$ cat src/rtl/project_types.sv
// Shared types for the memory arbiter: FSM state encoding,
// default timeout and an index-width helper.
package project_types;

    typedef enum logic [1:0] {
        IDLE = 2'd0,
        BUSY = 2'd1,
        DONE = 2'd2
    } arb_state_t;

    localparam int MEM_ARB_TIMEOUT_DEFAULT = 15;

    function automatic int idx_width(input int n);
        return (n > 1) ? $clog2(n) : 1;
    endfunction

endpackage

$ cat src/rtl/arb_pick.sv
// Request picker: scans the request vector starting at a given
// index (wrapping) and returns the first requester as one-hot and index.
module arb_pick
    import project_types::*;
#(
    parameter int NUM = 2,
    parameter int IW  = idx_width(NUM)
) (
    input  logic [NUM-1:0] req,
    input  logic [IW-1:0]  start,
    output logic [NUM-1:0] grant_oh,
    output logic [IW-1:0]  grant_idx,
    output logic           valid
);

    int j;

    // first requester at or after start, wrapping around
    always_comb begin
        grant_oh  = '0;
        grant_idx = '0;
        valid     = 1'b0;
        j         = 0;
        for (int i = 0; i < NUM; i++) begin
            j = (int'(start) + i) % NUM;
            if (!valid && req[j]) begin
                valid       = 1'b1;
                grant_oh[j] = 1'b1;
                grant_idx   = IW'(j);
            end
        end
    end

endmodule

$ cat src/rtl/mem_arbiter.sv
// Multi-master to single-slave memory bus arbiter with ack timeout.
// Define MEM_ARB_RR_EN for round-robin; default is fixed priority.
module mem_arbiter
    import project_types::*;
#(
    parameter int NUM_MASTERS = 2,
    parameter int ADDR_W      = 32,
    parameter int DATA_W      = 32,
    parameter int TIMEOUT     = MEM_ARB_TIMEOUT_DEFAULT
) (
    input  logic                              clk,
    input  logic                              rst,
    input  logic [NUM_MASTERS-1:0]            m_req_i,
    input  logic [NUM_MASTERS-1:0]            m_we_i,
    input  logic [NUM_MASTERS*(DATA_W/8)-1:0] m_sel_i,
    input  logic [NUM_MASTERS*ADDR_W-1:0]     m_addr_i,
    input  logic [NUM_MASTERS*DATA_W-1:0]     m_wdata_i,
    output logic [DATA_W-1:0]                 m_rdata_o,
    output logic [NUM_MASTERS-1:0]            m_done_o,
    output logic [NUM_MASTERS-1:0]            m_err_o,
    output logic [NUM_MASTERS-1:0]            stallreq_o,
    output logic                              s_ce_o,
    output logic                              s_we_o,
    output logic [DATA_W/8-1:0]               s_sel_o,
    output logic [ADDR_W-1:0]                 s_addr_o,
    output logic [DATA_W-1:0]                 s_wdata_o,
    input  logic [DATA_W-1:0]                 s_rdata_i,
    input  logic                              s_ack_i
);

    localparam int SW = DATA_W / 8;
    localparam int IW = idx_width(NUM_MASTERS);
    localparam logic [7:0] TO_LAST = 8'(TIMEOUT - 1);

    arb_state_t state, state_nx;

    logic [IW-1:0]          grant;
    logic [IW-1:0]          start;
    logic [NUM_MASTERS-1:0] pick_oh;
    logic [IW-1:0]          pick_idx;
    logic                   pick_valid;

    logic              we_mux;
    logic [SW-1:0]     sel_mux;
    logic [ADDR_W-1:0] addr_mux;
    logic [DATA_W-1:0] wdata_mux;

    logic              we_q;
    logic [SW-1:0]     sel_q;
    logic [ADDR_W-1:0] addr_q;
    logic [DATA_W-1:0] wdata_q;
    logic [7:0]        cnt;
    logic              err_q;
    logic [DATA_W-1:0] rdata_q;
    logic              timeout;

    assign timeout = (cnt >= TO_LAST);

`ifdef MEM_ARB_RR_EN
    logic [IW-1:0] ptr;

    // round-robin pointer moves past the master just completed
    always_ff @(posedge clk or posedge rst) begin
        if (rst)
            ptr <= '0;
        else if (state == DONE)
            ptr <= (grant == IW'(NUM_MASTERS - 1)) ? '0 : grant + IW'(1);
    end

    assign start = ptr;
`else
    assign start = '0;
`endif

    arb_pick #(
        .NUM (NUM_MASTERS),
        .IW  (IW)
    ) u_pick (
        .req       (m_req_i),
        .start     (start),
        .grant_oh  (pick_oh),
        .grant_idx (pick_idx),
        .valid     (pick_valid)
    );

    // select the picked master's request fields
    always_comb begin
        we_mux    = 1'b0;
        sel_mux   = '0;
        addr_mux  = '0;
        wdata_mux = '0;
        for (int i = 0; i < NUM_MASTERS; i++) begin
            if (pick_oh[i]) begin
                we_mux    = we_mux | m_we_i[i];
                sel_mux   = sel_mux | m_sel_i[i*SW +: SW];
                addr_mux  = addr_mux | m_addr_i[i*ADDR_W +: ADDR_W];
                wdata_mux = wdata_mux | m_wdata_i[i*DATA_W +: DATA_W];
            end
        end
    end

    // state register
    always_ff @(posedge clk or posedge rst) begin
        if (rst)
            state <= IDLE;
        else
            state <= state_nx;
    end

    // next-state logic
    always_comb begin
        state_nx = state;
        unique case (state)
            IDLE:    if (pick_valid) state_nx = BUSY;
            BUSY:    if (s_ack_i || timeout) state_nx = DONE;
            DONE:    state_nx = IDLE;
            default: state_nx = IDLE;
        endcase
    end

    // request latch, wait counter and response capture
    always_ff @(posedge clk or posedge rst) begin
        if (rst) begin
            grant   <= '0;
            we_q    <= 1'b0;
            sel_q   <= '0;
            addr_q  <= '0;
            wdata_q <= '0;
            cnt     <= '0;
            err_q   <= 1'b0;
            rdata_q <= '0;
        end else begin
            unique case (state)
                IDLE: begin
                    if (pick_valid) begin
                        grant   <= pick_idx;
                        we_q    <= we_mux;
                        sel_q   <= sel_mux;
                        addr_q  <= addr_mux;
                        wdata_q <= wdata_mux;
                        cnt     <= '0;
                        err_q   <= 1'b0;
                    end
                end
                BUSY: begin
                    if (s_ack_i) begin
                        rdata_q <= s_rdata_i;
                    end else if (timeout) begin
                        err_q   <= 1'b1;
                        rdata_q <= '0;
                    end else if (cnt != 8'hFF) begin
                        cnt <= cnt + 8'd1;
                    end
                end
                default: ;
            endcase
        end
    end

    assign m_rdata_o  = rdata_q;
    assign stallreq_o = m_req_i & ~m_done_o;

    // slave bus and completion pulses decoded from state
    always_comb begin
        s_ce_o    = 1'b0;
        s_we_o    = 1'b0;
        s_sel_o   = '0;
        s_addr_o  = '0;
        s_wdata_o = '0;
        m_done_o  = '0;
        m_err_o   = '0;
        if (state == BUSY) begin
            s_ce_o    = 1'b1;
            s_we_o    = we_q;
            s_sel_o   = sel_q;
            s_addr_o  = addr_q;
            s_wdata_o = wdata_q;
        end
        if (state == DONE) begin
            m_done_o = NUM_MASTERS'(1) << grant;
            if (err_q)
                m_err_o = NUM_MASTERS'(1) << grant;
        end
    end

endmodule
$ cat config.mk
export PLATFORM = sky130hd
export DESIGN_NAME = mem_arbiter
export DESIGN_NICKNAME = d
export VERILOG_FILES = /design/src/rtl/project_types.sv /design/src/rtl/arb_pick.sv /design/src/rtl/mem_arbiter.sv
export SDC_FILE = /design/constraint.sdc
export NUM_CORES = 1
export LEC_CHECK = 0
export BUFFER_PORTS_ARGS = -buffer_cell sky130_fd_sc_hd__buf_2
export CAP_MARGIN = 20
export CORE_MARGIN = 2
export CORE_UTILIZATION = 46
export CTS_CLUSTER_SIZE = 20
export DETAILED_ROUTE_END_ITERATION = 10
export GPL_TIMING_DRIVEN = 0
export PLACE_DENSITY = 0.94
export SYNTH_ARGS = -nofsm -noshare
export SYNTH_HDL_FRONTEND = slang
export SYNTH_HIERARCHICAL = 1
export SYNTH_SLANG_ARGS = --single-unit
$ cat constraint.sdc
create_clock -name clk -period 6.89 [get_ports clk]
set_clock_uncertainty 0.1 [all_clocks]
set_input_delay 0.3445 -clock clk [delete_from_list [all_inputs] [get_ports clk]]
set_output_delay 0.3445 -clock clk [all_outputs]
set_load 0.01 [all_outputs]
==> results.md <==
- Outcome: completed
- TritonCTS buffer count: 17
- Switching share of power: 36.7%
- Drt pass-1 iters: 5
- Vias in the first global route: 5136
- Highest Clock Rate: 410 MHz
- Die extent in y: 111 µm
- Pin count of the biggest net entering global routing: 62
- Fin crit share: 35.4%
- Dpl hpwl: about 12 mm
- CTS tree: built
- CP top delay family: buffers and inverters
- Routed Antenna Nets: 0
- Sequential fraction of the synthesis area: 53.5%
- Final TNS setup: 0 ns
- RSZ-0062 raised after global routing: no
- IO Pins: 283
- WL per Instance: around 17 µm
- Final Critical Period: 2.44 ns
- Share of cells above drive strength 1: 40.8%
- Worst EP required: 6.45 ns
- CP max-delay cell: dfrtp_1
- Final hold vios: 0
- Setup Viol. Count Final: 0
- Crit path launch type: flop
- Core area: around 0.011 mm²
- Netlist cell types: 32
- Crit path top cell by count: buf_2
- Reg power frac: 32.2%
- Clock power frac: between 20% and 30%
- Max Cap Viol: 0
- # hold bufs at CTS: 1
- Min Hold Slack: 0.0635 ns
- Cell-internal power: 2240 µW
- Pleak: around 0.0039 µW
- Cells along the critical path: nor2b_1, buf_2, clkbuf_1, and2_1, buf_2
- Hold/Removal Path Class: input pin to flop
- # fillers: 927
- Critical path's largest stage delay: roughly 0.46 ns
- Post-CTS setup buffers: 0
- Via density: roughly 5.4
- Cell count after synthesis: roughly 520
- Flops & latches, synth: around 110
- Die area: 0.0124 mm²
- Total number of vias: 5251
- Post-CTS resize count: 0
- Slew @ Worst Pin: 0.668 ns
- All-Layer GR Usage: 26.1%
- Setup crit end kind: output pin
- Area of the multi-input gates: roughly 0.0022 mm²
- Crit Path Class: flop to output pin
- CTS HTree Levels: 4
- Clock root cell: clkbuf_16
- First-iteration detailed-routing DRC count: 351
- Worst Path Max Fanout: 10
- Warnings, synthesis: 6
- Clk buf depth: 2
- Peak supply drop: 221 µV
- Most frequent cells in the layout: buf_2 (289), nor2_1 (138), dfrtp_1 (113)
- Logic pwr share: 42.1%
- Final wirelength: 16.2 mm
- Switching power: 1300 µW
- Nets: 999
- GRT overflow: 0
- Layout area overhead: 42.7%
- Row Count: 39
- Slew margin rel.: a little under three fifths
- Mean post-synth cell area: 10.2 µm²
- Clk sinks: approximately 110
- First-pass GRT wire length: 25.6 mm
- Final RePlAce weighted congestion: between 0.8 and 0.9
- WP buf/inv: 3
- Clk Latency, worst-skew pair: 0.40 ns
- Count of input and output buffers: around 280
- Initial antenna violation count: 1
- Sequential cell area: 0.00283 mm²
- Syn Std Cell Area: 0.00529 mm²
- Clock-pin slew on the worst setup and hold paths: about 0.050 ns
- Die Span X: 111 µm
- Slew Viols, Final: 0
- DR DRC count: 0
- Pwr Density: 470 mW/mm²
- WP data arrival: roughly 2.0 ns
- Initial Util: between 40% and 50%
- Most common cell after layout, fill and taps aside: buf_2
-- flip-flops by register name, summed over array words and instances (netlist names) --
signal / cells
addr_q: 32
wdata_q: 32
err_q: 1
cnt: 8
we_q: 1
state: 2
m_rdata_o: 32
grant: 1
sel_q: 4
-- synth_stat cells (all sizes together) --
cell / count / area, µm²
nor2: 138 / 518
o41ai: 1 / 8.76
inv: 6 / 22.5
nor3: 1 / 5.00
dfrtp: 113 / 2830
nand3: 2 / 10.0
a311o: 1 / 11.3
xor2: 2 / 17.5
a22o: 32 / 284
a221oi: 69 / 604
nor3b: 2 / 20.0
nand4: 1 / 12.5
o211ai: 1 / 12.5
and3: 1 / 6.26
a21boi: 3 / 22.5
mux2i: 4 / 40.0
or2: 1 / 6.26
or3b: 1 / 8.76
xnor2: 1 / 8.76
nor4: 1 / 21.3
and2: 74 / 463
conb: 1 / 3.75
nand2: 10 / 37.5
clkbuf: 28 / 105
a32o: 1 / 10.0
nor2b: 3 / 18.8
buf: 18 / 155
ha: 2 / 25.0
-- power by group through the flow --
stage,sequential (µW),clock [µW],combinational (µW)
CTS,1140,924,1500
floorplan,1150,0,893
finish,1140,910,1490
detailed placement,1150,0,1490
global route,1180,962,1640
global placement,1130,0,1450
-- kinds of logic after synthesis --
group           Yosys count  synth area share [%]
other cells               1                0.0709
buf+inv                  52                  5.35
compound gates          108                  18.0
simple gates            235                  21.3
fa+ha+maj                 2                 0.473
mux                       4                 0.757
xor+xnor                  3                 0.497
flops                   113                  53.5
-- through the flow --
stage	setup WS, ns	util, %	instances	area [µm²]	total power [µW]
after floorplan	3.46	-	519	5290	2050
after global placement	2.24	60.8	944	6880	2580
after detailed placement	4.74	61.0	945	6910	2640
after CTS	4.42	66.6	978	7540	3560
after global routing	4.31	66.6	978	7540	3780
final	4.45	66.6	979	7540	3540
-- worst paths after layout --
kind                                            from                         to  slack [ns]  cells past startpoint
max                             state[1]$_DFFE_PP0P_               s_addr_o[26]        4.45                      5
min                                     s_rdata_i[5]   m_rdata_o[5]$_DFFE_PP0P_        0.06                      2
max reg2reg                     state[1]$_DFFE_PP0P_    wdata_q[29]$_DFFE_PP0P_        4.97                      4
min reg2reg                m_rdata_o[15]$_DFFE_PP0P_  m_rdata_o[15]$_DFFE_PP0P_        0.39                      1
max in group asynchronous                        rst     addr_q[22]$_DFFE_PP0P_        5.47                      4
min in group asynchronous                        rst  m_rdata_o[24]$_DFFE_PP0P_        0.49                      3
-- area by class of cell --
type	count	area share [%]
Clock buffer	18	5.69
Clock inverter	14	2.52
Tap cell	143	2.37
Antenna cell	1	0.0332
Sequential cell	113	37.5
Timing Repair Buffer	284	19.2
Buffer	46	3.45
Multi-Input combinational cell	354	28.9
Inverter	6	0.332
-- per-layer routing --
| metal | vias up | routed length [µm] | track usage [%] |
|---|---|---|---|
| met5 | - | 0 | 0 |
| met4 | 0 | 187 | 8.40 |
| met3 | 24 | 1080 | 4.65 |
| met2 | 249 | 8260 | 45.5 |
| met1 | 2537 | 6670 | 32.9 |
| li1 | 2441 | - | - |
Note: power is estimated with default switching activity, not from simulation.
